### src/rtl/io_key_input.sv
// io_key_input: memory-mapped push-button peripheral on the CPU I/O bus.
// Each raw key goes through a 2-flop synchronizer and a per-key debouncer.
// A debounced press (0->1) sets a sticky EVENT bit and bumps an 8-bit COUNT.
// A level irq is raised when an EVENT bit is set and its CTRL mask bit is set.
//
// Ports:
//   clock   - system clock
//   resetn  - asynchronous active-low reset
//   key_n   - [NKEYS] raw buttons, active low, asynchronous to clock
//   addr    - [32] CPU byte address; only addr[7:2] is decoded
//   datain  - [32] CPU store data
//   we      - store strobe, already qualified by the I/O decoder
//   rdata   - [32] combinational read data for addr, unmapped bits 0
//   irq     - level interrupt request, |(EVENT & CTRL)
//
// Register map (addr[7:0]): 0x90 STATE (RO), 0x94 EVENT (W1C),
//                           0x98 COUNT (RO), 0x9C CTRL (R/W)

// Per-key synchronizer + debouncer.
//   stable - debounced level, 1 = pressed
//   press  - one-cycle strobe, high in the cycle before stable rises
module io_key_debounce #(
    parameter int DEBOUNCE_CYCLES = 16
) (
    input  logic clock,
    input  logic resetn,
    input  logic key_n,
    output logic stable,
    output logic press
);
    localparam int CW = (DEBOUNCE_CYCLES > 1) ? $clog2(DEBOUNCE_CYCLES) : 1;
    localparam logic [CW-1:0] CNT_MAX = CW'(DEBOUNCE_CYCLES - 1);

    // sync_pipe[1] is the synchronized, inverted key (1 = pressed)
    logic [1:0]    sync_pipe;
    logic [CW-1:0] cnt;
    logic          accept;

    // A mismatch that has survived a full count is accepted this edge.
    assign accept = (sync_pipe[1] != stable) && (cnt == CNT_MAX);
    assign press  = accept && sync_pipe[1];

    always_ff @(posedge clock or negedge resetn) begin
        if (!resetn) begin
            sync_pipe <= '0;
            cnt       <= '0;
            stable    <= 1'b0;
        end else begin
            sync_pipe <= {sync_pipe[0], ~key_n};
            if (sync_pipe[1] == stable) begin
                cnt <= '0;
            end else if (accept) begin
                stable <= sync_pipe[1];
                cnt    <= '0;
            end else begin
                cnt <= cnt + CW'(1);
            end
        end
    end
endmodule

module io_key_input #(
    parameter int NKEYS           = 4,
    parameter int DEBOUNCE_CYCLES = 16
) (
    input  logic             clock,
    input  logic             resetn,
    input  logic [NKEYS-1:0] key_n,
    input  logic [31:0]      addr,
    input  logic [31:0]      datain,
    input  logic             we,
    output logic [31:0]      rdata,
    output logic             irq
);
    // word indices seen on addr[7:2]
    localparam logic [5:0] REG_STATE = 6'h24;  // 0x90
    localparam logic [5:0] REG_EVENT = 6'h25;  // 0x94
    localparam logic [5:0] REG_COUNT = 6'h26;  // 0x98
    localparam logic [5:0] REG_CTRL  = 6'h27;  // 0x9C

    typedef struct packed {
        logic             we;
        logic [5:0]       word;
        logic [NKEYS-1:0] data;
    } io_req_t;

    io_req_t          req;
    logic [NKEYS-1:0] stable;
    logic [NKEYS-1:0] press;
    logic [NKEYS-1:0] event_q;
    logic [NKEYS-1:0] ctrl_q;
    logic [NKEYS-1:0] clr;
    logic [7:0]       count_q;
    logic [7:0]       press_cnt;

    assign req.we   = we;
    assign req.word = addr[7:2];
    assign req.data = datain[NKEYS-1:0];

    genvar k;
    generate
        for (k = 0; k < NKEYS; k++) begin : g_key
            io_key_debounce #(
                .DEBOUNCE_CYCLES(DEBOUNCE_CYCLES)
            ) u_deb (
                .clock  (clock),
                .resetn (resetn),
                .key_n  (key_n[k]),
                .stable (stable[k]),
                .press  (press[k])
            );
        end
    endgenerate

    assign clr = (req.we && req.word == REG_EVENT) ? req.data : '0;

    always_comb begin
        press_cnt = '0;
        for (int i = 0; i < NKEYS; i++) begin
            press_cnt = press_cnt + 8'(press[i]);
        end
    end

    always_ff @(posedge clock or negedge resetn) begin
        if (!resetn) begin
            event_q <= '0;
            count_q <= '0;
            ctrl_q  <= '0;
        end else begin
            // press is OR-ed in after the clear so a same-edge press survives
            event_q <= (event_q & ~clr) | press;
            count_q <= count_q + press_cnt;
            if (req.we && req.word == REG_CTRL) begin
                ctrl_q <= req.data;
            end
        end
    end

    assign irq = |(event_q & ctrl_q);

    always_comb begin
        rdata = '0;
        case (req.word)
            REG_STATE: rdata[NKEYS-1:0] = stable;
            REG_EVENT: rdata[NKEYS-1:0] = event_q;
            REG_COUNT: rdata[7:0]       = count_q;
            REG_CTRL:  rdata[NKEYS-1:0] = ctrl_q;
            default:   rdata = '0;
        endcase
    end
endmodule

### config.mk
export PLATFORM = sky130hd
export DESIGN_NAME = io_key_input
export DESIGN_NICKNAME = d
export VERILOG_FILES = /design/src/rtl/io_key_input.sv
export SDC_FILE = /design/constraint.sdc
export NUM_CORES = 1
export LEC_CHECK = 0
export ABC_AREA = 1
export CORE_MARGIN = 2
export CORE_UTILIZATION = 42
export DETAILED_ROUTE_END_ITERATION = 6
export PLACE_DENSITY = 0.9
export SYNTH_ARGS = -nofsm -noshare
export SYNTH_HDL_FRONTEND = slang
export SYNTH_SLANG_ARGS = --single-unit
### constraint.sdc
create_clock -name clock -period 2.96 [get_ports clock]
set_input_delay 0.592 -clock clock [delete_from_list [all_inputs] [get_ports clock]]
set_output_delay 0.592 -clock clock [all_outputs]
set_load 0.01 [all_outputs]
### After elaboration in Yosys (flattened, before gate mapping)

Cells that the tools add are included.

| cells by class | value |
|---|---|
| add/sub/neg operators | 8 |
| eq/ne operators | 16 |
| multiplexer cells | 11 |
| bitwise operators | 12 |
| reductions and logical operators | 15 |

Operators with widths:

| cell | number |
|---|---|
| 4-bit 2-to-1 mux | 10 |
| 6-bit equality test (second input constant) | 4 |
| 4-bit by 1-bit adder with 4-bit output (second input constant) | 4 |
| 4-bit equality test (second input constant) | 4 |
| 4-bit one-hot mux with 4 select lines | 1 |
| 1-bit logical AND | 10 |
| 8-bit by 4-bit adder with 8-bit output | 1 |
| 4-bit AND | 2 |
| 1-bit NOT | 8 |
| 2-bit AND reduction | 4 |
| 3-bit by 1-bit adder with 4-bit output | 1 |
| 1-bit equality test | 4 |
| 1-bit != test | 4 |
| 4-bit NOT | 1 |
| 4-bit OR | 1 |
| 4-bit OR reduction | 1 |
| 2-bit by 1-bit adder with 3-bit output | 1 |
| 1-bit by 1-bit adder with 2-bit output | 1 |

| storage, ports and cells | value |
|---|---|
| register bits | 44 |
| bits of input ports | 71 |
| output and inout bits | 33 |
| word-level logic and storage cells | 77 |

### Depth between registers and ports, before layout

Gate-level depths: netlist of run 1.

| depth | value |
|---|---|
| word-level depth | 7 |
| gate-level depth with buffers | 11 |
| depth with buffers taken out | 11 |

### Modules after synthesis

Synthesis of run 1 repeated with hierarchy kept, for this count alone.

| unflattened totals | value |
|---|---|
| cells, all modules | 305 |
| area, all modules | 2464.9 um^2 |

By module, submodules not included:

| module | instances | cells an instance | area an instance (um^2) | seq. area each (um^2) |
|---|---|---|---|---|
| io_key_input | 1 | 173 | 1243.7 | 400.4 |
| io_key_debounce | 4 | 33 | 305.3 | 175.2 |

### Least setup slack after synthesis of run 1

No wires, ideal clock.

| timing path | value |
|---|---|
| kind | register -> register |
| start | reg g_key[2].u_deb.cnt[0] |
| end | reg count_q[6] |
| setup time | 79 ps |
| data arrival time | 2456 ps |
| required time | 2881 ps |
| slack | 425 ps |
| stages on the path, launching flop included | 11 |
| buffers on the path | 0 |
| period minus slack after synthesis | 2535 ps |
| cell sequence | dfrtp_1 ha_1 and3_1 nand3_1 fa_1 fa_1 inv_1 fa_1 nand3_1 nor3_1 xor2_1 |

| between the ends | value |
|---|---|
| word-level cells in the longest chain between the ends | 6 |

Ends and longest elaborated chain:

| what | line | RTL |
|---|---|---|
| from (decl) | 36 | `logic [CW-1:0] cnt;` |
| from (signal assigned) | 56 | `cnt <= cnt + CW'(1);` |
| 4-bit equality test | 40 | `assign accept = (sync_pipe[1] != stable) && (cnt == CNT_MAX);` |
| 1-bit logical AND | 40 |  |
| 1-bit logical AND | 41 | `assign press = accept && sync_pipe[1];` |
| 2-bit by 1-bit adder with 3-bit output | 120 | `press_cnt = press_cnt + 8'(press[i]);` |
| 3-bit by 1-bit adder with 4-bit output | 120 |  |
| 8-bit by 4-bit adder with 8-bit output | 132 | `count_q <= count_q + press_cnt;` |
| to (signal assigned) | 132 |  |
| to (decl) | 93 | `logic [7:0] count_q;` |

Every way passes these cells.
A chain may end at the register's enable or synchronous reset.

### Final worst setup path of run 1

| timing path | value |
|---|---|
| start | in addr[7] |
| end | out rdata[1] |

| between the ends | value |
|---|---|
| word-level cells in the longest chain between the ends | 2 |
| elaborated cells between the ends (all ways) | 5 |
| those cells by class | 4 x eq/ne; 1 x mux |

Ends and longest elaborated chain:

| what | line | RTL |
|---|---|---|
| from (decl) | 69 | `input logic [31:0] addr,` |
| 6-bit equality test | 143 | `case (req.word)` |
| 4-bit one-hot mux with 4 select lines * | 143 |  |
| to (decl) | 72 | `output logic [31:0] rdata,` |

Every way passes the cells marked *; elsewhere a longest branch is shown, timed or not.

==> flow_summary_export.csv, run 1 <==
group,metric,value,unit
global_routing,grt-ovfl-total,0,
route,route.vias.total,1585,
logic_synthesis,yosysWarnings,0,
worst_setup_path,critPathKind,"input pin to output port",
sta,setup_slack,0.108,ns
global_routing,grt_antenna_before_repair,0,
run_status,status,"completed",
final_layout,antennaDiodeCount,0,
worst_setup_path,critPathLaunchType,"input pin",
global_routing,grt_use_met3,0.0425,
clock_network,cts_tree,"done",
clock_network,cts_root_buffer,"clkbuf_8",
clock_network,clock-sinks,44,
route,ant_nets,0,
logic_synthesis,async_flop_share,1.00,
floorplan,pin_count,104,
global_routing,gr-usage-met2,0.236,
power_and_ir_drop,leakagePower,1.38,nW
placement,pre_cts_ws,0.118,ns
clock_network,clockBufferDepth,2,
placement,port_buffers,25,
final_layout,finalInstanceArea,2650,um2
route,drtPass1Iterations,6,
worst_setup_path,crit_arrival,2.26,ns
clock_network,clk_pin_slew,0.07,ns
sta,setup_tns,0,ns
global_routing,grt_max_degree,45,
floorplan,start_util,0.428,
power_and_ir_drop,switching_power,295,uW
worst_setup_path,crit_start,"addr[7]",
logic_synthesis,synthTopCellsByArea,"dfrtp_1, nand2_1, buf_4",
clock_network,postCtsHoldBufs,0,
power_and_ir_drop,ir_worst_vdd,0.243,mV
run,max_cap_viol_count,0,
route,vias_per_cell,4.49,
logic_synthesis,synth_area,2310,um2
logic_synthesis,yosysMostFrequentCell,"nand2_1",
sta,slew_violations,0,
worst_setup_path,r2r-start,"g_key[2].u_deb.cnt[0]",
logic_synthesis,ys_seq_area_frac,0.476,
worst_setup_path,worstPathRequired,2.37,ns
global_routing,busiest_layer,"met2",
clock_network,htreeDepth,2,
logic_synthesis,synth_edf_count,0,
power_and_ir_drop,p_int,873,uW
power_and_ir_drop,combPwrFrac,0.109,
final_layout,fill_cells,509,
clock_network,post_cts_buffers,0,
placement,dp.cells,345,
route,drc_errors,0,
sta,setup_viol,0,
floorplan,core_area,5410,um2
global_routing,grt.met1_usage,0.161,
power_and_ir_drop,power,1.17,mW
sta,max_freq,351,MHz
sta,slew_headroom,0.377,
floorplan,row_count,27,
route,wirelength,3800,um
global_routing,grt_pass1_wl,6640,um
clock_network,cts_buffers,5,
route,drt_iter0_markers,63,
placement,dpl.hpwl,2940,um
logic_synthesis,synth_cell_types,27,
clock_network,cts_resized,0,
logic_synthesis,synth_top_area_share,0.476,
worst_setup_path,ff2ff_setup_slack,0.26,ns
final_layout,layoutNonFillerInstCount,353,
placement,postPlaceCellArea,2550,um2
sta,clock_skew,0.00613,ns
sta,hold_viol_final,0,
power_and_ir_drop,swShare,0.253,
final_layout,syn_to_final_growth,14.3,%
global_routing,grt_pass1_vias,1540,
worst_setup_path,critPathMaxFanout,17,
logic_synthesis,ys_ff_latch,44,
power_and_ir_drop,power_frac_seq,0.565,
sta,holdWs,0.351,ns
sta,rsz0062_at_grt,"false",
placement,gp_congestion,0.853,
floorplan,dieArea,6120,um2
logic_synthesis,synth_largest_area_cell,"dfrtp_1",
power_and_ir_drop,clockPowerShare,0.326,
global_routing,grt_usage,0.140,
sta,worst_slew_pin_slew,0.934,ns
logic_synthesis,yosys-top-cells-count,"nand2_1, dfrtp_1, inv_1",
logic_synthesis,netlist_instances,249,
route,detail_route.wl_per_cell,10.8,um
final_layout,drive_gt1_frac,0.0961,
sta,finalCriticalPeriod,2.85,ns
final_layout,final_nets,359,
logic_synthesis,syn_avg_cell_area,9.30,um2
floorplan,die-width,78.2,um
logic_synthesis,synth_ff_type,"dfrtp_1",
floorplan,fp.dieH,78.2,um
worst_hold_path,hold_start,"g_key[2].u_deb.sync_pipe[0]",
worst_setup_path,end_kind,"output port",
sta,fin_crit_sh,0.964,
power_and_ir_drop,power_density,442,nW/um2
clock_network,insertion_delay,0.30,ns
worst_hold_path,hp-class,"flop to flop",
final_layout,fin_util,0.489,
-- worst paths after layout --
kind                            depth (start not counted)                           to
worst min-delay path                                    0  g_key[2].u_deb.sync_pipe[1]
min in group asynchronous                               1                   count_q[1]
max in group asynchronous                               1        g_key[1].u_deb.cnt[0]
worst max-delay path                                    8                     rdata[1]
worst min register to register                          0  g_key[2].u_deb.sync_pipe[1]
worst max register to register                         10                   count_q[6]
-- routing by layer --
metal | share of wire | up-vias
li1 | - | 792
met1 | 0.43 | 746
met2 | 0.49 | 41
met3 | 0.053 | 6
met4 | 0.021 | 0
met5 | 0 | -
-- state kept, by name, indices dropped and copies added (netlist names) --
register and count:
g_key.u_deb.sync_pipe 8, ctrl_q 4, g_key.u_deb.stable 4, event_q 4, count_q 8, g_key.u_deb.cnt 16
-- area by class of cell --
cell class                 instances  area [um2]  share of cell area
clock buffer                       6        82.6              0.0312
multi-input combinational        172         992               0.375
inverter                          31         116              0.0440
tap                               72        90.1              0.0341
sequential                        44        1100               0.416
clock inverter                     2        10.0             0.00378
timing repair buffer              26         253              0.0956
-- worst max-delay path, cell delays in order --
cell and delay [ns]:
clkdlybuf4s50_1 0.47, nand2_2 0.10, nor2_8 0.24, nand3_1 0.12
nand2_1 0.08, inv_1 0.04, nand2_1 0.07, clkdlybuf4s50_1 0.54
-- layout by cell type, fill, tap and decap left out, drive strengths merged, types with 4 or more instances in the layout --
cell type,n
nand2,55
dfrtp,44
inv,31
nand3,28
conb,24
clkdlybuf4s50,24
nor2,17
xor2,13
o21ai,8
nand4,6
clkbuf,6
ha,5
and2,4
and3,4
a21oi,4
-- cell families (layout without fill, tap and decap cells) --
family,count (synthesis),count (layout),synth area share
AND/OR/NAND/NOR,115,115,0.247
buffers and inverters,56,65,0.133
flip-flops,44,44,0.476
XOR/XNOR,13,13,0.0622
AO/OA/AOI/OAI,12,12,0.0276
adder cells (fa/ha/maj),8,8,0.0530
other,1,24,0.00162
-- power by group through the flow --
stage | Sequential, mW | Combinational, mW | Clock [mW]
floorplan | 0.664 | 0.0948 | 0
global placement | 0.669 | 0.123 | 0
detailed placement | 0.671 | 0.129 | 0
CTS | 0.659 | 0.129 | 0.395
global route | 0.665 | 0.145 | 0.420
finish | 0.660 | 0.127 | 0.381
(Power assumes the default switching activity.)
==> inputs of run 2 (changes only) <==
RECOVER_POWER = 25   (was default)
SLEW_MARGIN = 20   (was default)
==> run 2 against run 1 <==
The flow now finishes with violations (max-capacitance violations, max-slew violations). Flip-flop and latch count unchanged. Via count increased by 0.32%. Critical path type unchanged. Total power decreased by 0.29%. Cell count unchanged. Largest cell class unchanged.
==> flow_summary_export.csv, run 2 (synthesis results as in run 1) <==
group,metric,value,unit
run_status,status,"finished with violations",
run_status,violations,"max-capacitance violations, max-slew violations",
power_and_ir_drop,swShare,0.253,
floorplan,row_count,27,
sta,setup_tns,0,ns
worst_setup_path,crit_arrival,2.25,ns
power_and_ir_drop,power_frac_seq,0.566,
power_and_ir_drop,combPwrFrac,0.107,
clock_network,insertion_delay,0.30,ns
sta,rsz0062_at_grt,"false",
floorplan,fp.dieH,78.2,um
worst_setup_path,worstPathRequired,2.37,ns
worst_setup_path,crit_start,"addr[7]",
global_routing,grt_usage,0.140,
final_layout,largest_register_ff_count,16,
floorplan,start_util,0.428,
placement,port_buffers,25,
global_routing,grt_max_degree,45,
sta,holdWs,0.351,ns
floorplan,pin_count,104,
clock_network,clockBufferDepth,2,
worst_setup_path,critPathLaunchType,"input pin",
final_layout,drive_gt1_frac,0.0783,
power_and_ir_drop,ir_worst_vdd,0.241,mV
global_routing,grt_antenna_before_repair,0,
worst_setup_path,r2r-start,"g_key[0].u_deb.stable",
route,drtPass1Iterations,6,
final_layout,final_nets,359,
sta,setup_viol,0,
clock_network,htreeDepth,2,
sta,slew_headroom,-0.490,
placement,gp_congestion,0.853,
route,drt_iter0_markers,72,
worst_hold_path,hold_start,"g_key[2].u_deb.sync_pipe[0]",
clock_network,clk_pin_slew,0.07,ns
clock_network,post_cts_buffers,0,
clock_network,cts_root_buffer,"clkbuf_8",
final_layout,mostFrequentLayoutCells,"nand2_1, dfrtp_1, inv_1",
route,wirelength,3790,um
worst_setup_path,critPathKind,"input pin to output port",
worst_setup_path,end_kind,"output port",
global_routing,grt_pass1_wl,6640,um
final_layout,reg.largest.list,"g_key.u_deb.cnt (16), count_q (8), g_key.u_deb.sync_pipe (8)",
global_routing,grt-ovfl-total,0,
global_routing,grt_pass1_vias,1540,
sta,hold_viol_final,0,
sta,slew_violations,45,
worst_hold_path,hp-class,"flop to flop",
floorplan,core_area,5410,um2
power_and_ir_drop,switching_power,294,uW
final_layout,antennaDiodeCount,0,
final_layout,syn_to_final_growth,12.9,%
floorplan,die-width,78.2,um
sta,fin_crit_sh,0.961,
final_layout,regMostFlops,"g_key.u_deb.cnt",
clock_network,clock-sinks,44,
final_layout,final_common_cell,"nand2_1",
run,max_cap_viol_count,1,
placement,dp.cells,345,
final_layout,finalInstanceArea,2610,um2
placement,dpl.hpwl,2940,um
sta,finalCriticalPeriod,2.84,ns
power_and_ir_drop,clockPowerShare,0.327,
route,route.vias.total,1590,
power_and_ir_drop,p_int,870,uW
route,detail_route.wl_per_cell,10.7,um
placement,postPlaceCellArea,2550,um2
sta,max_freq,352,MHz
floorplan,dieArea,6120,um2
power_and_ir_drop,power_density,446,nW/um2
sta,clock_skew,0.00678,ns
route,ant_nets,0,
clock_network,cts_buffers,5,
route,drc_errors,0,
worst_setup_path,critPathMaxFanout,17,
clock_network,postCtsHoldBufs,0,
clock_network,cts_tree,"done",
route,vias_per_cell,4.50,
clock_network,cts_resized,0,
power_and_ir_drop,power,1.16,mW
final_layout,layoutNonFillerInstCount,353,
power_and_ir_drop,leakagePower,1.37,nW
sta,worst_slew_pin_slew,2.24,ns
## run 2: cell types whose count changed in the layout (fill, tap and decap cells not counted), sizes merged
| cell | previous run | this run |
|---|---|---|
| clkdlybuf4s50 | 24 | 20 |
| dlygate4sd3 | 0 | 4 |
| buf | 2 | 1 |
| clkbuf | 6 | 7 |
## run 2: routing by layer
layer / vias to the layer above / GRT usage / routed length (um) / part of all wire
met1: 742 / 0.161 / 1630 / 0.43
li1: 796 / - / - / -
met5: - / 0 / 0 / 0
met4: 0 / 0.0684 / 80 / 0.021
met2: 46 / 0.236 / 1870 / 0.49
met3: 6 / 0.0425 / 214 / 0.056
## run 2: power groups by stage
| stage | registers [mW] | clock network, mW | logic, mW |
|---|---|---|---|
| CTS | 0.659 | 0.395 | 0.129 |
| floorplan | 0.664 | 0 | 0.0948 |
| finish | 0.659 | 0.381 | 0.124 |
| global placement | 0.669 | 0 | 0.123 |
| detailed placement | 0.671 | 0 | 0.129 |
| global route | 0.664 | 0.420 | 0.142 |
## run 2: worst paths after layout
kind | slack [ns] | end | cells past startpoint
max reg2reg | 0.24 | count_q[6] | 9
max in group asynchronous | 0.74 | g_key[1].u_deb.cnt[0] | 1
min reg2reg | 0.35 | g_key[2].u_deb.sync_pipe[1] | 0
min in group asynchronous | 0.95 | count_q[1] | 1
max | 0.12 | rdata[1] | 8
min | 0.35 | g_key[2].u_deb.sync_pipe[1] | 0
## run 2: metrics by stage
stage / worst slack, ns / utilization
finish: 0.117 / 0.484
global route: 0.00174 / 0.484
CTS: 0.113 / 0.489
detailed placement: 0.118 / 0.472
global placement: 0.163 / 0.472
floorplan: 0.425 / -
## run 2: cell type report
cell class	instances	area (um2)
clock buffers	6	82.6
clock inverters	2	10.0
fillers	515	2790
inverters	31	116
multi-input cells	172	962
flip-flops and latches	44	1100
well taps	72	90.1
repair buffers	26	251
## run 2: worst max-delay path, cell delays in order
cell             delay (ns)
clkdlybuf4s50_1        0.47
nand2_2                0.10
nor2_8                 0.24
nand3_1                0.12
nand2_1                0.08
inv_1                  0.04
nand2_1                0.07
clkdlybuf4s50_1        0.53
==> inputs of run 3 (changes only) <==
MAX_ROUTING_LAYER = met4   (was default)
SLEW_MARGIN = default   (was 20)
==> run 3 against run 2 <==
Cell area unchanged. Critical endpoint unchanged. Non-clock buffer count is the same. The run still ends with max-capacitance violations, max-slew violations left. Critical path type unchanged. Cell count is the same. Routed wire length increased by 0.50%.
==> flow_summary_export.csv, run 3 (synthesis results as in run 1) <==
group,metric,value,unit
route,wirelength,3810,um
clock_network,insertion_delay,0.30,ns
clock_network,htreeDepth,2,
sta,clock_skew,0.00639,ns
global_routing,grt-ovfl-total,0,
global_routing,grt_usage,0.144,
placement,dpl.hpwl,2940,um
worst_setup_path,critPathBufInv,3,
sta,fin_crit_sh,0.965,
sta,setup_tns,0,ns
run_status,violations,"max-capacitance violations, max-slew violations",
worst_setup_path,reg2regPathDepth,9,
final_layout,multi_input_area,962,um2
clock_network,cts_root_buffer,"clkbuf_8",
final_layout,fill_cells,515,
worst_setup_path,timing.rr.end,"count_q[6]",
power_and_ir_drop,ir_worst_vdd,0.241,mV
sta,max_freq,350,MHz
worst_setup_path,critPathMaxStageDelay,0.54,ns
clock_network,cts_resized,0,
worst_hold_path,worstHoldEndpoint,"g_key[2].u_deb.sync_pipe[1]",
clock_network,post_cts_buffers,0,
route,vias_per_cell,4.52,
sta,hold_viol_final,0,
route,ant_nets,0,
final_layout,drive_gt1_frac,0.0783,
worst_setup_path,critPathKind,"input pin to output port",
worst_setup_path,critPathLaunchType,"input pin",
sta,finalCriticalPeriod,2.86,ns
worst_setup_path,end_kind,"output port",
worst_hold_path,hold_start,"g_key[2].u_deb.sync_pipe[0]",
run,max_cap_viol_count,1,
final_layout,regMostFlops,"g_key.u_deb.cnt",
worst_setup_path,crit_family,"buffers and inverters",
power_and_ir_drop,power,1.16,mW
final_layout,syn_to_final_growth,12.9,%
final_layout,final_nets,359,
clock_network,clock-sinks,44,
floorplan,die-width,78.2,um
final_layout,regArea,1100,um2
worst_setup_path,cp_cell_sequence,"clkdlybuf4s50_1 -> nand2_2 -> nor2_8 -> nand3_1 -> nand2_1 -> inv_1 -> nand2_1 -> clkdlybuf4s50_1",
clock_network,postCtsHoldBufs,0,
floorplan,pin_count,104,
worst_hold_path,hp-class,"flop to flop",
clock_network,cts_buffers,5,
clock_network,clockBufferDepth,2,
worst_setup_path,critPathMaxFanout,17,
worst_setup_path,worst_path_max_delay_cell,"clkdlybuf4s50_1",
final_layout,antennaDiodeCount,0,
run_status,status,"finished with violations",
placement,gp_congestion,0.867,
final_layout,mostFrequentLayoutCells,"nand2_1, dfrtp_1, inv_1",
sta,rsz0062_at_grt,"false",
worst_setup_path,worstPathRequired,2.37,ns
sta,setup_viol,0,
worst_setup_path,r2r-start,"g_key[0].u_deb.stable",
clock_network,clk_pin_slew,0.07,ns
placement,port_buffers,25,
route,route.vias.total,1595,
final_layout,reg.largest.list,"g_key.u_deb.cnt (16), count_q (8), g_key.u_deb.sync_pipe (8)",
route,detail_route.wl_per_cell,10.8,um
worst_hold_path,hold_depth,0,
worst_setup_path,crit_arrival,2.26,ns
route,drt_iter0_markers,60,
global_routing,grt_pass1_wl,6640,um
route,drc_errors,0,
clock_network,cts_tree,"done",
global_routing,grt_antenna_before_repair,0,
power_and_ir_drop,leakagePower,1.37,nW
global_routing,grt_pass1_vias,1533,
final_layout,largest_register_ff_count,16,
sta,slew_violations,45,
final_layout,fin_util,0.484,
floorplan,core_area,5410,um2
sta,slew_headroom,-0.505,
worst_setup_path,ff2ff_setup_slack,0.23,ns
floorplan,dieArea,6120,um2
sta,worst_slew_pin_slew,2.26,ns
global_routing,grt_max_degree,45,
power_and_ir_drop,power_density,445,nW/um2
floorplan,row_count,27,
floorplan,start_util,0.428,
floorplan,fp.dieH,78.2,um
route,drtPass1Iterations,5,
final_layout,final_common_cell,"nand2_1",
==> run 3: worst reg2reg max path, cell delays in order (launching register included) <==
cell     delay [ns]
dfrtp_1        0.42
xor2_1         0.35
nand3_2        0.16
fa_1           0.51
fa_1           0.43
inv_1          0.09
fa_1           0.21
nand3_1        0.12
nor3_1         0.20
xor2_1         0.17
==> run 3: worst max-delay path by stage <==
stage	startpoint	end	slack [ns]	cells past startpoint
after floorplan	g_key[2].u_deb.cnt[0]	count_q[6]	0.42	10
after global placement	addr[2]	rdata[0]	0.16	8
after detailed placement	addr[4]	rdata[1]	0.12	8
after CTS	addr[3]	rdata[1]	0.11	8
after global routing	addr[7]	rdata[1]	0.002	8
final	addr[7]	rdata[1]	0.10	8
==> run 3: stage by stage <==
stage	cell area, um2	cells	hold WS [ns]	setup slack, ns
final	2610	353	0.351	0.104
after CTS	2650	353	0.353	0.113
after floorplan	2400	272	0.296	0.425
after global routing	2610	353	0.360	0.00174
after global placement	2550	345	0.334	0.163
after detailed placement	2550	345	0.336	0.118
==> run 3: metal layers <==
metal	wire (um)	global-route usage
met4	67	0.0684
met1	1650	0.164
met5	0	-
met3	206	0.0425
met2	1890	0.234
==> run 3: layout make-up <==
| class | instances | area share |
|---|---|---|
| sequential | 44 | 0.421 |
| multi-input combinational | 172 | 0.368 |
| timing repair buffer | 26 | 0.0962 |
| inverter | 31 | 0.0445 |
| tap | 72 | 0.0345 |
| clock buffer | 6 | 0.0316 |
| clock inverter | 2 | 0.00383 |
==> run 3: report_power, final <==
group | total, mW | switching (mW) | internal [mW]
clock | 0.380 | 0.194 | 0.186
combinational | 0.125 | 0.0739 | 0.0509
sequential | 0.659 | 0.0257 | 0.633
total | 1.16 | 0.294 | 0.870
